===== src/rtl/shift_arbiter.sv =====
`default_nettype none
// ============================================================================
// Module   : shift_arbiter
// Purpose  : Shares one external 16-bit combinational barrel shifter between
//            two requesters (port 0 = execute stage, port 1 = helper unit).
//            A round-robin winner's operands are registered onto the shifter
//            inputs. The shifter result is captured one cycle later and
//            returned on the winner's own valid/ready response channel.
// Ports    : clk, rst_n (async, active-low)
//            req_valid/req_ready [1:0]           request handshake per port
//            req_data0/1 [15:0], req_amt0/1 [3:0], req_mode0/1 [1:0]
//            rsp_valid/rsp_ready [1:0]           response handshake per port
//            rsp_data [15:0], rsp_zero            registered result and flag
//            sh_in [15:0], sh_val [3:0], sh_mode [1:0]  to shifter
//            sh_out [15:0]                        from shifter
// Revision : 1.0  initial release
// ============================================================================
module shift_arbiter (
    input  logic        clk,
    input  logic        rst_n,
    input  logic [1:0]  req_valid,
    output logic [1:0]  req_ready,
    input  logic [15:0] req_data0,
    input  logic [15:0] req_data1,
    input  logic [3:0]  req_amt0,
    input  logic [3:0]  req_amt1,
    input  logic [1:0]  req_mode0,
    input  logic [1:0]  req_mode1,
    output logic [1:0]  rsp_valid,
    input  logic [1:0]  rsp_ready,
    output logic [15:0] rsp_data,
    output logic        rsp_zero,
    output logic [15:0] sh_in,
    output logic [3:0]  sh_val,
    output logic [1:0]  sh_mode,
    input  logic [15:0] sh_out
);

    typedef enum logic [1:0] {
        ST_IDLE  = 2'd0,
        ST_SHIFT = 2'd1,
        ST_RESP  = 2'd2
    } state_t;

    state_t      r_state;
    state_t      w_state_nxt;
    logic        r_prio;
    logic        r_owner;
    logic [15:0] r_op_data;
    logic [3:0]  r_op_amt;
    logic [1:0]  r_op_mode;
    logic [15:0] r_res;
    logic        r_zero;

    logic        w_any;
    logic        w_grant;
    logic        w_accept;

    // A lone requester wins outright; on contention the preferred port wins.
    assign w_any    = |req_valid;
    assign w_grant  = (req_valid == 2'b11) ? r_prio : req_valid[1];
    assign w_accept = (r_state == ST_IDLE) && w_any;

    // ------------------------------------------------------------------------
    // State register
    // ------------------------------------------------------------------------
    always_ff @(posedge clk or negedge rst_n) begin
        if (!rst_n) begin
            r_state <= ST_IDLE;
        end else begin
            r_state <= w_state_nxt;
        end
    end

    // ------------------------------------------------------------------------
    // Next-state and handshake outputs
    // ------------------------------------------------------------------------
    always_comb begin
        w_state_nxt = r_state;
        req_ready   = 2'b00;
        rsp_valid   = 2'b00;
        case (r_state)
            ST_IDLE: begin
                if (w_any) begin
                    req_ready   = w_grant ? 2'b10 : 2'b01;
                    w_state_nxt = ST_SHIFT;
                end
            end
            ST_SHIFT: begin
                w_state_nxt = ST_RESP;
            end
            ST_RESP: begin
                rsp_valid = r_owner ? 2'b10 : 2'b01;
                // Only the owner's ready can retire the response.
                if (rsp_ready[r_owner]) begin
                    w_state_nxt = ST_IDLE;
                end
            end
            default: begin
                w_state_nxt = ST_IDLE;
            end
        endcase
    end

    // ------------------------------------------------------------------------
    // Operand, ownership and result registers
    // ------------------------------------------------------------------------
    always_ff @(posedge clk or negedge rst_n) begin
        if (!rst_n) begin
            r_prio    <= 1'b0;
            r_owner   <= 1'b0;
            r_op_data <= 16'h0000;
            r_op_amt  <= 4'h0;
            r_op_mode <= 2'b00;
            r_res     <= 16'h0000;
            r_zero    <= 1'b0;
        end else begin
            if (w_accept) begin
                r_op_data <= w_grant ? req_data1 : req_data0;
                r_op_amt  <= w_grant ? req_amt1  : req_amt0;
                r_op_mode <= w_grant ? req_mode1 : req_mode0;
                r_owner   <= w_grant;
                r_prio    <= ~w_grant;
            end
            // Operands only move on accept, so sh_out is settled here.
            if (r_state == ST_SHIFT) begin
                r_res  <= sh_out;
                r_zero <= (sh_out == 16'h0000);
            end
        end
    end

    assign rsp_data = r_res;
    assign rsp_zero = r_zero;
    assign sh_in    = r_op_data;
    assign sh_val   = r_op_amt;
    assign sh_mode  = r_op_mode;

endmodule
`default_nettype wire


===== config.mk =====
export PLATFORM = sky130hd
export DESIGN_NAME = shift_arbiter
export DESIGN_NICKNAME = d
export VERILOG_FILES = /design/src/rtl/shift_arbiter.sv
export SDC_FILE = /design/constraint.sdc
export NUM_CORES = 1
export LEC_CHECK = 0
export ABC_AREA = 1
export ABC_CLOCK_PERIOD_IN_PS = 1500
export BUFFER_PORTS_ARGS = -buffer_cell sky130_fd_sc_hd__buf_2
export CAP_MARGIN = 20
export CORE_ASPECT_RATIO = 0.75
export CORE_MARGIN = 4
export CORE_UTILIZATION = 45
export DETAILED_ROUTE_END_ITERATION = 7
export GPL_ROUTABILITY_DRIVEN = 0
export PLACE_DENSITY = 0.76
export SETUP_SLACK_MARGIN = 0.05
export SYNTH_ARGS = -nofsm -noshare
export SYNTH_HDL_FRONTEND = slang
export SYNTH_SLANG_ARGS = --single-unit
export TNS_END_PERCENT = 30

===== constraint.sdc =====
create_clock -name clk -period 1.5 [get_ports clk]
set_input_delay 0.225 -clock clk [delete_from_list [all_inputs] [get_ports clk]]
set_output_delay 0.225 -clock clk [all_outputs]
set_load 0.03 [all_outputs]

### Word level (Yosys, flattened, before mapping)

Index checks and enable logic that the tools add are counted.

* bits in registers: 43
* input bits: 66
* output and inout bits: 43
* logic and storage cells: 34

* order comparisons: 1
* equal/unequal tests: 5
* muxes and demuxes: 14
* bitwise operators: 1
* reductions and logical operators: 5

Operators with widths (number)
* 16-bit logical NOT: 1
* 16-bit two-way mux: 1
* 2-bit two-way mux: 8
* 2-bit one-hot mux with 3 select lines: 1
* 2-bit == test, second input constant: 2
* 4-bit two-way mux: 1
* 2-bit != test, second input constant: 2
* 1-bit two-way mux: 3
* 2-bit by 1-bit == test with 1-bit output, second input constant: 1
* 2-bit logical NOT: 1
* 1-bit by 2-bit less-than comparator with 1-bit output, second input constant: 1
* 2-bit AND reduction: 1
* 2-bit OR reduction: 1
* 1-bit logical AND: 1
* 1-bit NOT: 1

### Depth between registers and ports, before layout

* depth in word-level cells: 5
* gate-level depth with buffers: 8
* mapped depth without buffers: 6

### Worst setup path after synthesis

Ideal clock, no wire load.

* path type: reg-to-output
* from: register r_prio
* to: output port req_ready[0]
* arrival: 1.099 ns
* data required time: 1.275 ns
* path slack: 0.176 ns
* stages on the path, launching flop included: 7
* buffers on the path: 1
* cells stage by stage: dfrtp_1 inv_1 nand2_1 nand2_1 buf_2 nand2_1 inv_1

* word-level cells in the longest chain between the ends: 4

RTL lines
* start, declared: RTL line 47 `logic r_prio;`
* start signal, assigned: RTL line 123 `r_prio <= ~w_grant;`
* 1-bit two-way mux: RTL line 61 `assign w_grant = (req_valid == 2'b11) ? r_prio : req_valid[1];`
* 2-bit two-way mux: RTL line 85 `req_ready = w_grant ? 2'b10 : 2'b01;`
* 2-bit two-way mux: RTL line 84 `if (w_any) begin`
* 2-bit two-way mux: RTL line 82 `case (r_state)`
* end, declared: RTL line 22 `output logic [1:0] req_ready,`

Every way passes these cells.

### Worst setup path in the final report

* from: register r_state[0]
* to: output port req_ready[0]

* word-level cells in the longest chain between the ends: 2

RTL lines
* start, declared: RTL line 45 `state_t r_state;`
* start signal, assigned: RTL line 71 `r_state <= w_state_nxt;`
* 2-bit logical NOT: RTL line 82
* 2-bit two-way mux: RTL line 82

Every way passes these cells.

==> summary by stage <==
Route
In the routed design, unresolved DRC markers number 0. The starting DRC count in detailed routing is 125. The routed wire length per instance is 13.3 um.

The vias per cell is 4.92. The total wire length after detailed routing is 5870 um. The count of nets left with antenna violations once routing finished came out at 0. The number of search-and-repair iterations in the first detailed-routing pass is 5. The number of vias in the routed layout is 2179.

Timing
Setup violations remaining at the end of the flow were counted as 0. The number of slew-limit violations in the final report is 0. The worst-case clock skew is 0.00515 ns. The final-layout worst hold slack is 0.157 ns. The worst pin sits at a relative slew slack of 0.732.

For this run, the top clock speed supported by timing is 689 MHz. After layout, the minimum clock period comes to 1.45 ns. Of the available clock period, the critical path in the final layout requires 0.968. Setup repair after global routing could not meet its margin everywhere. The number of failing hold endpoints at the final stage was 0. At the pin with the least slew margin, the transition time is 0.402 ns.

Outcome
The flow ran to the end, and the final reports show no timing, DRC or antenna violations.

Clocking
The number of buffers inserted during clock tree synthesis is 5. The clock tree buffer depth is 2. The deepest level of the CTS H-tree is 2. The clock net in this run drives a total of 43 sinks. The post-CTS clock slew at the launch and capture registers of the worst setup and hold paths is 0.08 ns. The clock latency reported for the late side of the worst-skew pair is 0.29 ns. The clock tree from TritonCTS is done. The clock root buffer is clkbuf_8.

Synthesis
The share of the synthesized area in compound gates (AO/OA/AOI/OAI) is 0.00979. By area, the combinational part of the netlist is dominated by simple AND/OR/NAND/NOR gates. The multiplexer area fraction after synthesis is 0. Of the total synthesized cell area, the portion taken by XOR and XNOR cells is 0. Of the total synthesized cell area, the portion taken by full adders, half adders and majority gates is 0.

The flip-flop and latch count after synthesis is 43. Counting distinct cell types in the post-synthesis netlist gives 16. Of the synthesized area, sequential elements account for 0.526. Synthesis handed over a netlist of 260 instances. The area share of and/or/nand/nor cells after synthesis is 0.390. The number of nets handed over by synthesis was 326. The netlist area before placement is 0.00204 mm2.

The count of warnings emitted by yosys is 0. The average size of a mapped cell is 7.86 um2.

GRT
The number of global-route vias before repair came to 2079. For this run, the total global-route usage over all layers was measured as 0.210. The first global-routing pass estimated 9400 um of wire.

The total overflow left after global routing is 0. The initial antenna violation count is 0. The maximum number of pins on one net before global-route repair is 28.

Floorplanning
The number of placement rows is 20. The initial utilization of the core area, before any placement, comes to 0.486. 109 I/O pins were placed. The die extent in y is 66.4 um.

The horizontal die dimension is 85.8 um. The die area is 0.00570 mm2. The placeable core region is 0.00420 mm2.

Layout
The final standard cell count with taps included and fillers excluded is 443. Leaving out fill and tap cells, the most frequent cells in the layout are 104 x buf_2, 87 x nand2_1, 56 x nand3_1, 43 x dfrtp_1, 21 x buf_4. Counting the fill cells in the layout gives 358.

In the final layout, the share of cells above drive strength 1 is 0.392. The final-stage net count is 453. The library cell used most frequently in the layout, excluding fill and tap cells, is buf_2. The repair_antennas step left the layout with diodes totalling 0.

The layout overhead on the synthesized area is 43.9%.

Pwr
The power density over the cells is 2240 mW/mm2. The leakage power total is 1.70 nW. IR analysis of the VDD net gives a maximum drop of 1.14 mV.

Worst setup path
The data arrival time of the worst path is 1.23 ns. STA classifies the critical path endpoint as a primary output. Data on the critical path is required at its endpoint by 1.27 ns.

The worst setup path is of the reg -> out kind. The critical-path maximum fanout is 3. The worst setup path is launched from a flip-flop.

Place
Detailed placement ended at an HPWL of 4260 um. After detailed placement, the design holds a cell count of 424. During placement, the flow inserted port buffers numbering 108.

Flow run
The tool flagged a number of max-cap violations equal to 0.

Worst hold path
The worst hold path belongs to the class in -> reg.
## layer usage
| metal | global-route usage | vias to the layer above | part of all wire |
|---|---|---|---|
| li1 | - | 1078 | - |
| met1 | 0.270 | 987 | 0.42 |
| met2 | 0.349 | 104 | 0.47 |
| met3 | 0.0535 | 10 | 0.094 |
| met4 | 0.0652 | 0 | 0.015 |
| met5 | 0 | - | 0 |
## path summary, 6_finish.rpt
check | startpoint | to | slack [ns] | depth (start not counted)
worst max-delay path | r_state[0] | req_ready[0] | 0.05 | 6
worst min-delay path | req_data1[6] | sh_in[6] | 0.16 | 3
worst max register to register | r_state[1] | rsp_data[2] | 0.16 | 7
worst min register to register | rsp_data[7] | rsp_data[7] | 0.48 | 2
max in group asynchronous | rst_n | sh_in[1] | 0.63 | 3
min in group asynchronous | rst_n | sh_in[14] | 0.39 | 2
## cell type report
cell class | instances | area (um2) | area share
sequential | 43 | 1080 | 0.366
timing repair buffer | 132 | 764 | 0.260
clock inverter | 1 | 5.00 | 0.00170
inverter | 23 | 90.1 | 0.0306
clock buffer | 7 | 76.3 | 0.0259
multi-input combinational | 182 | 862 | 0.293
tap | 55 | 68.8 | 0.0234
## registers in the layout, summed over array words and instances, names as in the netlist
register  cells
sh_val        4
rsp_data     16
sh_in        16
r_state       2
r_prio        1
rsp_zero      1
sh_mode       2
r_owner       1
## per-stage QoR
step                worst slack [ns]  total power, mW  cell area [um2]  utilization  setup TNS, ns
finish                        0.0486             6.58             2940        0.700              0
global route                 -0.0196             7.03             2940        0.700        -0.0283
CTS                           0.0385             6.48             2890        0.688              0
detailed placement             0.163             5.50             2700        0.642              0
global placement               0.199             5.41             2700        0.642              0
floorplan                      0.176             4.38             2040            -              0
## critical path, stage by stage (launching register included)
cell,delay [ns]
dfrtp_1,0.42
inv_1,0.11
nand2_4,0.06
nor2_4,0.08
nand2_1,0.06
inv_1,0.06
buf_6,0.13
## cells in the mapped netlist, drive strengths merged
master / count / area [um2]
nand2: 92 / 345
nand3: 56 / 280
dfrtp: 43 / 1080
inv: 22 / 82.6
nor2: 17 / 73.8
nand3b: 13 / 97.6
buf: 9 / 53.8
clkbuf: 3 / 11.3
o21ai: 3 / 15.0
a21oi: 1 / 5.00
clkinv: 1 / 3.75
## report_power, final
group          total [mW]  switching [mW]  internal, mW
clock network       0.714           0.387         0.327
logic                3.81            2.55          1.27
registers            2.05           0.319          1.73
## cell families (layout without fill, tap and decap cells)
logic type	Yosys count	after routing
compound gates	4	4
buf+inv	35	163
flops	43	43
simple gates	178	178
## timing repair
action / in CTS / in global routing
endpoints found under the hold margin: 16 / 0
endpoints found under the setup margin: 4 / 16
pin swaps: 4 / 5
hold buffers: 1 / 0
buffers inserted: 8 / 2
gates resized for setup: 17 / 9
Power figures use the tool's default switching activity.
